**config.mk**
```make
export PLATFORM = sky130hd
export DESIGN_NAME = bcd_digit_scanner
export DESIGN_NICKNAME = d
export VERILOG_FILES = /design/src/rtl/sev_seg_pkg.sv /design/src/rtl/double_dabble_conv.sv /design/src/rtl/bcd_digit_scanner.sv
export SDC_FILE = /design/constraint.sdc
export NUM_CORES = 1
export LEC_CHECK = 0
export ABC_AREA = 1
export ABC_CLOCK_PERIOD_IN_PS = 4170
export CAP_MARGIN = 30
export CORE_ASPECT_RATIO = 0.9
export CORE_MARGIN = 3
export CORE_UTILIZATION = 50
export DETAILED_ROUTE_END_ITERATION = 10
export DONT_BUFFER_PORTS = 1
export PLACE_DENSITY = 0.68
export SYNTH_ARGS = -nofsm -noshare
export SYNTH_HDL_FRONTEND = slang
export SYNTH_SLANG_ARGS = --single-unit
```
**constraint.sdc**
```tcl
create_clock -name clk -period 4.17 [get_ports clk]
set_input_delay 0.834 -clock clk [delete_from_list [all_inputs] [get_ports clk]]
set_output_delay 0.834 -clock clk [all_outputs]
set_load 0.05 [all_outputs]
```
**src/rtl/sev_seg_pkg.sv**
```systemverilog
// Shared constants, converter state encoding and decimal helpers for the
// seven-segment display feeder.
`timescale 1ns/1ps
package sev_seg_pkg;

    localparam logic [3:0] BCD_BLANK = 4'hF;

    typedef enum logic [1:0] {
        IDLE   = 2'd0,
        SHIFT  = 2'd1,
        COMMIT = 2'd2
    } conv_state_t;

    function automatic logic [63:0] pow10(input int n);
        logic [63:0] p;
        p = 64'd1;
        for (int i = 0; i < n; i++) begin
            p = p * 64'd10;
        end
        return p;
    endfunction

endpackage

```
**src/rtl/double_dabble_conv.sv**
```systemverilog
// Sequential binary-to-BCD converter (shift-add-3), one bit per SHIFT cycle,
// with saturation of inputs beyond the displayable range.
`timescale 1ns/1ps
module double_dabble_conv
    import sev_seg_pkg::*;
#(
    parameter int NUM_DIGITS = 4,
    parameter int BIN_W      = 14
) (
    input  logic                    clk,
    input  logic                    rst_n,
    input  logic [BIN_W-1:0]        bin_in,
    input  logic                    bin_valid,
    output logic                    bin_ready,
    output logic                    done,
    output logic                    ovf_next,
    output logic [4*NUM_DIGITS-1:0] digits
);

    localparam int          BCD_W   = 4 * NUM_DIGITS;
    localparam int          CNT_W   = $clog2(BIN_W + 1);
    localparam logic [63:0] MAX_VAL = pow10(NUM_DIGITS) - 64'd1;

    conv_state_t        state, state_nxt;
    logic [CNT_W-1:0]   cnt_p0;
    logic [BIN_W-1:0]   bin_p0;
    logic [BCD_W-1:0]   bcd_p0;
    logic               ovf_p0;
    logic               accept;

    function automatic logic is_over(input logic [BIN_W-1:0] v);
        return 64'(v) > MAX_VAL;
    endfunction

    function automatic logic [BIN_W-1:0] saturate(input logic [BIN_W-1:0] v);
        logic [63:0] sat;
        sat = is_over(v) ? MAX_VAL : 64'(v);
        return sat[BIN_W-1:0];
    endfunction

    // Add 3 to every nibble of 5 or more so the following shift carries correctly.
    function automatic logic [BCD_W-1:0] dabble_step(input logic [BCD_W-1:0] b);
        logic [BCD_W-1:0] r;
        r = b;
        for (int i = 0; i < NUM_DIGITS; i++) begin
            if (r[4*i +: 4] >= 4'd5) begin
                r[4*i +: 4] = r[4*i +: 4] + 4'd3;
            end
        end
        return r;
    endfunction

    assign accept = bin_valid && (state == IDLE);

    always_ff @(posedge clk) begin
        if (!rst_n) begin
            state  <= IDLE;
            cnt_p0 <= '0;
        end else begin
            state <= state_nxt;
            if (accept) begin
                cnt_p0 <= CNT_W'(BIN_W);
            end else if (state == SHIFT) begin
                cnt_p0 <= cnt_p0 - CNT_W'(1);
            end
        end
    end

    always_comb begin
        state_nxt = state;
        unique case (state)
            IDLE:    if (bin_valid) state_nxt = SHIFT;
            SHIFT:   if (cnt_p0 == CNT_W'(1)) state_nxt = COMMIT;
            COMMIT:  state_nxt = IDLE;
            default: state_nxt = IDLE;
        endcase
    end

    always_comb begin
        bin_ready = 1'b0;
        done      = 1'b0;
        unique case (state)
            IDLE:    bin_ready = 1'b1;
            COMMIT:  done      = 1'b1;
            default: ;
        endcase
    end

    // p0: operand capture and shift-add-3 iterations
    always_ff @(posedge clk) begin
        if (accept) begin
            bin_p0 <= saturate(bin_in);
            bcd_p0 <= '0;
            ovf_p0 <= is_over(bin_in);
        end else if (state == SHIFT) begin
            {bcd_p0, bin_p0} <= {dabble_step(bcd_p0), bin_p0} << 1;
        end
    end

    assign digits   = bcd_p0;
    assign ovf_next = ovf_p0;

endmodule

```
**src/rtl/bcd_digit_scanner.sv**
```systemverilog
// Converts a binary value to BCD digits and time-multiplexes them onto one bcd bus.
// Optional macro LEADING_ZERO_BLANK_EN blanks leading zero digits (bcd = 4'hF).
`timescale 1ns/1ps
module bcd_digit_scanner
    import sev_seg_pkg::*;
#(
    parameter int NUM_DIGITS = 4,
    parameter int BIN_W      = 14,
    parameter int SCAN_DIV   = 50000
) (
    input  logic                  clk,
    input  logic                  rst_n,
    input  logic [BIN_W-1:0]      bin_in,
    input  logic                  bin_valid,
    output logic                  bin_ready,
    output logic                  conv_done,
    output logic                  ovf,
    output logic [3:0]            bcd,
    output logic [NUM_DIGITS-1:0] digit_en
);

    localparam int BCD_W = 4 * NUM_DIGITS;
    localparam int IDX_W = (NUM_DIGITS > 1) ? $clog2(NUM_DIGITS) : 1;
    localparam int PRE_W = $clog2(SCAN_DIV);

    logic [BCD_W-1:0] conv_digits;
    logic             conv_ovf;
    logic [BCD_W-1:0] disp_p1, disp_nxt;
    logic [PRE_W-1:0] pre_p1;
    logic [IDX_W-1:0] idx_p1, idx_nxt;
    logic             tc;

    double_dabble_conv #(
        .NUM_DIGITS (NUM_DIGITS),
        .BIN_W      (BIN_W)
    ) u_conv (
        .clk       (clk),
        .rst_n     (rst_n),
        .bin_in    (bin_in),
        .bin_valid (bin_valid),
        .bin_ready (bin_ready),
        .done      (conv_done),
        .ovf_next  (conv_ovf),
        .digits    (conv_digits)
    );

    function automatic logic [3:0] digit_out(input logic [BCD_W-1:0] d,
                                             input logic [IDX_W-1:0] i);
`ifdef LEADING_ZERO_BLANK_EN
        // Blank when this digit and everything above it is zero; digit 0 always shows.
        if (i != '0 && (d >> (4 * int'(i))) == '0) begin
            return BCD_BLANK;
        end
`endif
        return d[4 * int'(i) +: 4];
    endfunction

    always_comb begin
        tc       = (pre_p1 == PRE_W'(SCAN_DIV - 1));
        idx_nxt  = idx_p1;
        if (tc) begin
            idx_nxt = (idx_p1 == IDX_W'(NUM_DIGITS - 1)) ? '0 : idx_p1 + IDX_W'(1);
        end
        disp_nxt = conv_done ? conv_digits : disp_p1;
    end

    // p1: display register, scan position and registered digit outputs
    always_ff @(posedge clk) begin
        if (!rst_n) begin
            pre_p1   <= '0;
            idx_p1   <= '0;
            disp_p1  <= '0;
            ovf      <= 1'b0;
            bcd      <= 4'd0;
            digit_en <= NUM_DIGITS'(1);
        end else begin
            pre_p1   <= tc ? '0 : pre_p1 + PRE_W'(1);
            idx_p1   <= idx_nxt;
            disp_p1  <= disp_nxt;
            ovf      <= conv_done ? conv_ovf : ovf;
            bcd      <= digit_out(disp_nxt, idx_nxt);
            digit_en <= NUM_DIGITS'(1) << idx_nxt;
        end
    end

endmodule

```
======== Yosys cells after proc, flatten, opt, wreduce, memory -nomap -nowiden ========
Index checks and enable logic that the tools add are counted.
storage, ports and cells
  register bits ........................... 80
  input bits .............................. 17
  output and inout port bits .............. 11
  word-level logic and storage cells ...... 57
cells by class
  add/sub/neg operators ................... 7
  $lt $le $gt $ge ......................... 5
  eq/ne operators ......................... 7
  shift operators ......................... 2
  multiplexer cells ....................... 17
  bitwise gates (word level) .............. 1
  reduce and logical (&&, ||, !) cells .... 6
operator list
  kind                                                               number
  two-way mux 14 bit                                                 3
  two-way mux 4 bit                                                  5
  adder 16 x 1 -> 16 bit, second input constant                      1
  == test 16 bit, second input constant                              1
  greater-or-equal comparator 4 x 3 -> 1 bit, second input constant  4
  two-way mux 16 bit                                                 1
  indexed part select 16 x 5 -> 4 bit                                1
  > comparator 14 bit, second input constant                         1
  adder 4 x 2 -> 4 bit, second input constant                        3
  two-way mux 2 bit                                                  4
  == test 2 bit, second input constant                               2
  == test 4 x 1 -> 1 bit, second input constant                      1
  case mux 2 bit (2 select lines)                                    1
  OR reduction 2 bit                                                 2
  left shift 1 x 2 -> 4 bit, first input constant                    1
  subtractor 4 x 1 -> 4 bit, second input constant                   1
  adder 3 x 2 -> 3 bit, second input constant                        1
  two-way mux 3 bit                                                  1
  adder 2 x 1 -> 2 bit, second input constant                        1
  == test 2 x 1 -> 1 bit, second input constant                      1
  logical NOT 2 bit                                                  1
  two-way mux 1 bit                                                  2
  != test 2 x 1 -> 1 bit, second input constant                      1
  != test 2 bit, second input constant                               1
  4 further kinds                                                    4

======== Longest topological paths before layout ========
  depth in word-level cells ............... 4
  depth in mapped cells ................... 10
  mapped depth without buffers ............ 10

======== By module ========
Synthesis repeated with hierarchy kept, for this count alone.
unflattened totals
  cells, all modules ...................... 487
  area, all modules ....................... 3875.0 sq um
by module, submodules not included
  module              instances  cells each  area each (sq um)  sequential area each (sq um)
  double_dabble_conv  1          249         2003.2             890.9
  bcd_digit_scanner   1          238         1871.8             860.8

======== Worst setup path before layout ========
Ideal clock, no wire load.
  path type ............................... input-to-reg
  start point ............................. in bin_valid
  end point ............................... reg u_conv.bin_p0[0], enable pin
  library setup time ...................... 0.382 ns
  arrival ................................. 1.682 ns
  data required time ...................... 3.788 ns
  slack ................................... 2.107 ns
  cell stages on the path ................. 5
  cell sequence ........................... inv_1 > nor2_1 > nor2_1 > inv_1 > clkbuf_1
on the way
  word-level cells in the longest chain between the ends .. 2
ends and longest elaborated chain
  item                          line                      text
  start, declared               bcd_digit_scanner.sv:14   input logic bin_valid,
  logical AND 1 bit             double_dabble_conv.sv:53  assign accept = bin_valid && (state == IDLE);
  nonzero test 2 bit (no line)  -
  end signal, assigned          double_dabble_conv.sv:92  bin_p0 <= saturate(bin_in);
  end signal, assigned          double_dabble_conv.sv:96  {bcd_p0, bin_p0} <= {dabble_step(bcd_p0), bin_p0} << 1;
  end, declared                 double_dabble_conv.sv:26  logic [BIN_W-1:0] bin_p0;
Every way passes these cells.
A chain may end at the register's enable or synchronous reset.

======== Worst setup path after layout ========
  start point ............................. reg u_conv.state[0]
  end point ............................... out conv_done
on the way
  word-level cells in the longest chain between the ends .. 2
ends and longest elaborated chain
  item                    line                      text
  start, declared         double_dabble_conv.sv:24  conv_state_t state, state_nxt;
  start signal, assigned  double_dabble_conv.sv:60  state <= state_nxt;
  == test 2 bit           double_dabble_conv.sv:82  unique case (state)
  two-way mux 1 bit       double_dabble_conv.sv:82
  end, declared           bcd_digit_scanner.sv:16   output logic conv_done,
Every way passes these cells.

==> flow_metrics.env <==
export IMPL_outcome="complete, no violations"
export IMPL_clockBufferDepth=2
export IMPL_arrival_ns=1.56
export IMPL_finalNetCount=496
export IMPL_numPortBuffers=0
export IMPL_crit_required_ns=3.34
export IMPL_drive_above_1_share=0.102
export IMPL_cts_resized=0
export IMPL_synth_simple_area_share=0.283
export IMPL_setup_slack_ns=1.77
export IMPL_ioPinCount=28
export IMPL_initial_core_util=0.522
export IMPL_clockRootBuffer="clkbuf_8"
export IMPL_path_class="reg -> out"
export IMPL_grt_pass1_vias=2630
export IMPL_cts_buffers=9
export IMPL_drtAntennaViolNets=0
export IMPL_hpwl_um=5100
export IMPL_first_pass_iters=5
export IMPL_postSynthAreaPerCell_um2=7.99
export IMPL_clk_latency_ns=0.35
export IMPL_synth_seq_cells=80
export IMPL_synth_area_top_cells="dfxtp_1 35%, edfxtp_1 12%, nand2_1 7.7%"
export IMPL_post_cts_repair_setup_buffers=0
export IMPL_synth_top_family_by_area="simple AND/OR/NAND/NOR gates"
export IMPL_dieArea_mm2=0.00854
export IMPL_hold_buffers=0
export IMPL_setup_viol=0
export IMPL_ys_seq_area_frac=0.469
export IMPL_fillers=660
export IMPL_p_leak_nw=1.65
export IMPL_ir_worst_vdd_mv=0.286
export IMPL_setup_tns_final_ns=0
export IMPL_routedWlPerCell_um=12.7
export IMPL_drt_iter0_markers=128
export IMPL_power_mw=1.62
export IMPL_p_per_area_mw_per_mm2=401
export IMPL_wirelength_um=7190
export IMPL_grt_pass1_wl_um=12300
export IMPL_ys_types=34
export IMPL_reg2reg_from="u_conv.state[0]"
export IMPL_cts_tree="yes"
export IMPL_holdPathEnd="pre_p1[0]"
export IMPL_synth_edf_count=15
export IMPL_vias=2906
export IMPL_muxShareOfSynthArea=0.00268
export IMPL_placed_area_mm2=0.00380
export IMPL_pre_cts_slack_ns=1.83
export IMPL_core_area_mm2=0.00715
export IMPL_syn_area_mm2=0.00373
export IMPL_rrSetupSlack_ns=2.10
export IMPL_cts_sinks=80
export IMPL_start_kind="flop"
export IMPL_hold_path_depth=1
export IMPL_synth_nets=496
export IMPL_path_max_fanout=24
export IMPL_rr_worst_depth=4
export IMPL_max_cap_viol_count=0
export IMPL_std_cell_rows=29
export IMPL_htree_levels=3
export IMPL_routed_via_density=5.14
export IMPL_grt_use_total=0.179
export IMPL_die_w_um=97.1
export IMPL_grt_overflow=0
export IMPL_yosys_warnings=0
export IMPL_finalCritPeriodShare=0.575
export IMPL_postLayoutCellArea_mm2=0.00403
export IMPL_die_h_um=88.0
export IMPL_antenna_found_initial=0
export IMPL_synth_flop_cell="dfxtp_1"
export IMPL_slew_violations=0
export IMPL_n_antenna_cell=0
export IMPL_clkSlewWorstSetupHoldPaths_ns=0.08
export IMPL_gp_congestion=0.799
export IMPL_hold_viol=0
export IMPL_worst_pin_slew_ns=0.958
export IMPL_min_delay_start="pre_p1[0]"
export IMPL_syn2layout_area_growth_pct=8.12
export IMPL_end_kind="output pin"
export IMPL_yosys_area_share_xor_xnor=0.0141
export IMPL_post_route_drc_count=0
export IMPL_rr_endpoint="u_conv.bin_p0[2]"
export IMPL_fin_skew_ns=0.0117
export IMPL_synthAdderAreaFrac=0.0402
export IMPL_netlist_instances=467
export IMPL_rsz0062_at_grt="no"
export IMPL_netlist_area_leader_share=0.349
export IMPL_grt_max_degree=25
export IMPL_multi_input_area_mm2=0.00172
export IMPL_period_minus_slack_ns=2.40
export IMPL_register_area_mm2=0.00175
export IMPL_yosys_area_top_type="dfxtp_1"
export IMPL_async_reset_ff_frac=0
export IMPL_hold_path_class="reg -> reg"
export IMPL_max_freq_mhz=417
export IMPL_slew_limit_headroom=0.360
export IMPL_synth_compound_area_frac=0.119
-- area by class of cell --
cell class | instances | area share
timing repair buffer | 2 | 0.00372
tap | 93 | 0.0288
sequential | 80 | 0.434
clock buffer | 11 | 0.0431
clock inverter | 5 | 0.0149
multi-input combinational | 321 | 0.425
inverter | 53 | 0.0499
-- worst max-delay path: stages (launching register included) --
cell     delay (ns)
dfxtp_1        0.30
inv_1          0.09
nand2_1        0.11
inv_1          0.71
-- metrics by stage --
step / hold WS, ns / util / cells
finish: 0.466 / 0.564 / 565
global route: 0.492 / 0.564 / 565
CTS: 0.469 / 0.564 / 565
detailed placement: 0.455 / 0.532 / 549
global placement: 0.439 / 0.532 / 549
floorplan: 0.422 / - / 467
-- worst max-delay path by stage --
stage,to,slack (ns),from,depth (start not counted)
after floorplan,u_conv.bin_p0[0],2.11,bin_valid,5
after global placement,u_conv.bin_p0[4],1.83,bin_valid,5
after detailed placement,u_conv.bin_p0[1],1.83,bin_valid,5
after CTS,conv_done,1.75,u_conv.state[0],3
after global routing,conv_done,1.65,u_conv.state[0],3
final,conv_done,1.77,u_conv.state[0],3
-- state kept, by name (all words and copies together) (netlist names) --
signal,count
disp_p1,16
pre_p1,16
u_conv.digits,16
u_conv.bin_p0,14
bcd,4
digit_en,4
u_conv.cnt_p0,4
idx_p1,2
u_conv.state,2
ovf,1
u_conv.ovf_next,1
-- synthesized netlist by cell type (all sizes together) (2+ instances only) --
library cell  number
a21oi             30
buf                7
clkbuf             6
dfxtp             65
edfxtp            15
ha                12
inv               53
nand2             87
nand3             37
nand3b             2
nand4              6
nor2              72
nor3               8
o21ai             53
or2                3
xor2               6
-- report_power, final --
part,internal [mW],switching [mW]
logic,0.0372,0.0873
clock network,0.350,0.289
registers,0.831,0.0208
total,1.22,0.397
-- kinds of logic (layout without fill, tap and decap cells) --
logic type,count (synthesis),in the layout
AND/OR/NAND/NOR,215,215
AO/OA/AOI/OAI,87,87
flip-flops,80,80
buffers and inverters,66,71
adder cells (fa/ha/maj),12,12
XOR/XNOR,6,6
multiplexers,1,1
-- placed cells by master (no fill, tap or decap), types with 6 or more instances in the layout --
| master | instances |
|---|---|
| edfxtp_1 | 15 |
| a21oi_1 | 30 |
| dfxtp_1 | 65 |
| ha_1 | 12 |
| inv_1 | 50 |
| clkbuf_8 | 9 |
| nand4_1 | 6 |
| nor2_1 | 61 |
| nand3_1 | 34 |
| o21ai_0 | 53 |
| nor3_1 | 7 |
| nand2_2 | 7 |
| xor2_1 | 6 |
| nor2_4 | 6 |
| nand2_1 | 77 |
-- layer usage --
layer / vias to the layer above / wire length (um) / track usage
met5: - / 0 / 0
met4: 0 / 53 / 0.0459
met2: 60 / 3000 / 0.263
li1: 1525 / - / -
met1: 1316 / 3640 / 0.255
met3: 5 / 484 / 0.0613
Note: power is estimated with default switching activity, not from simulation.
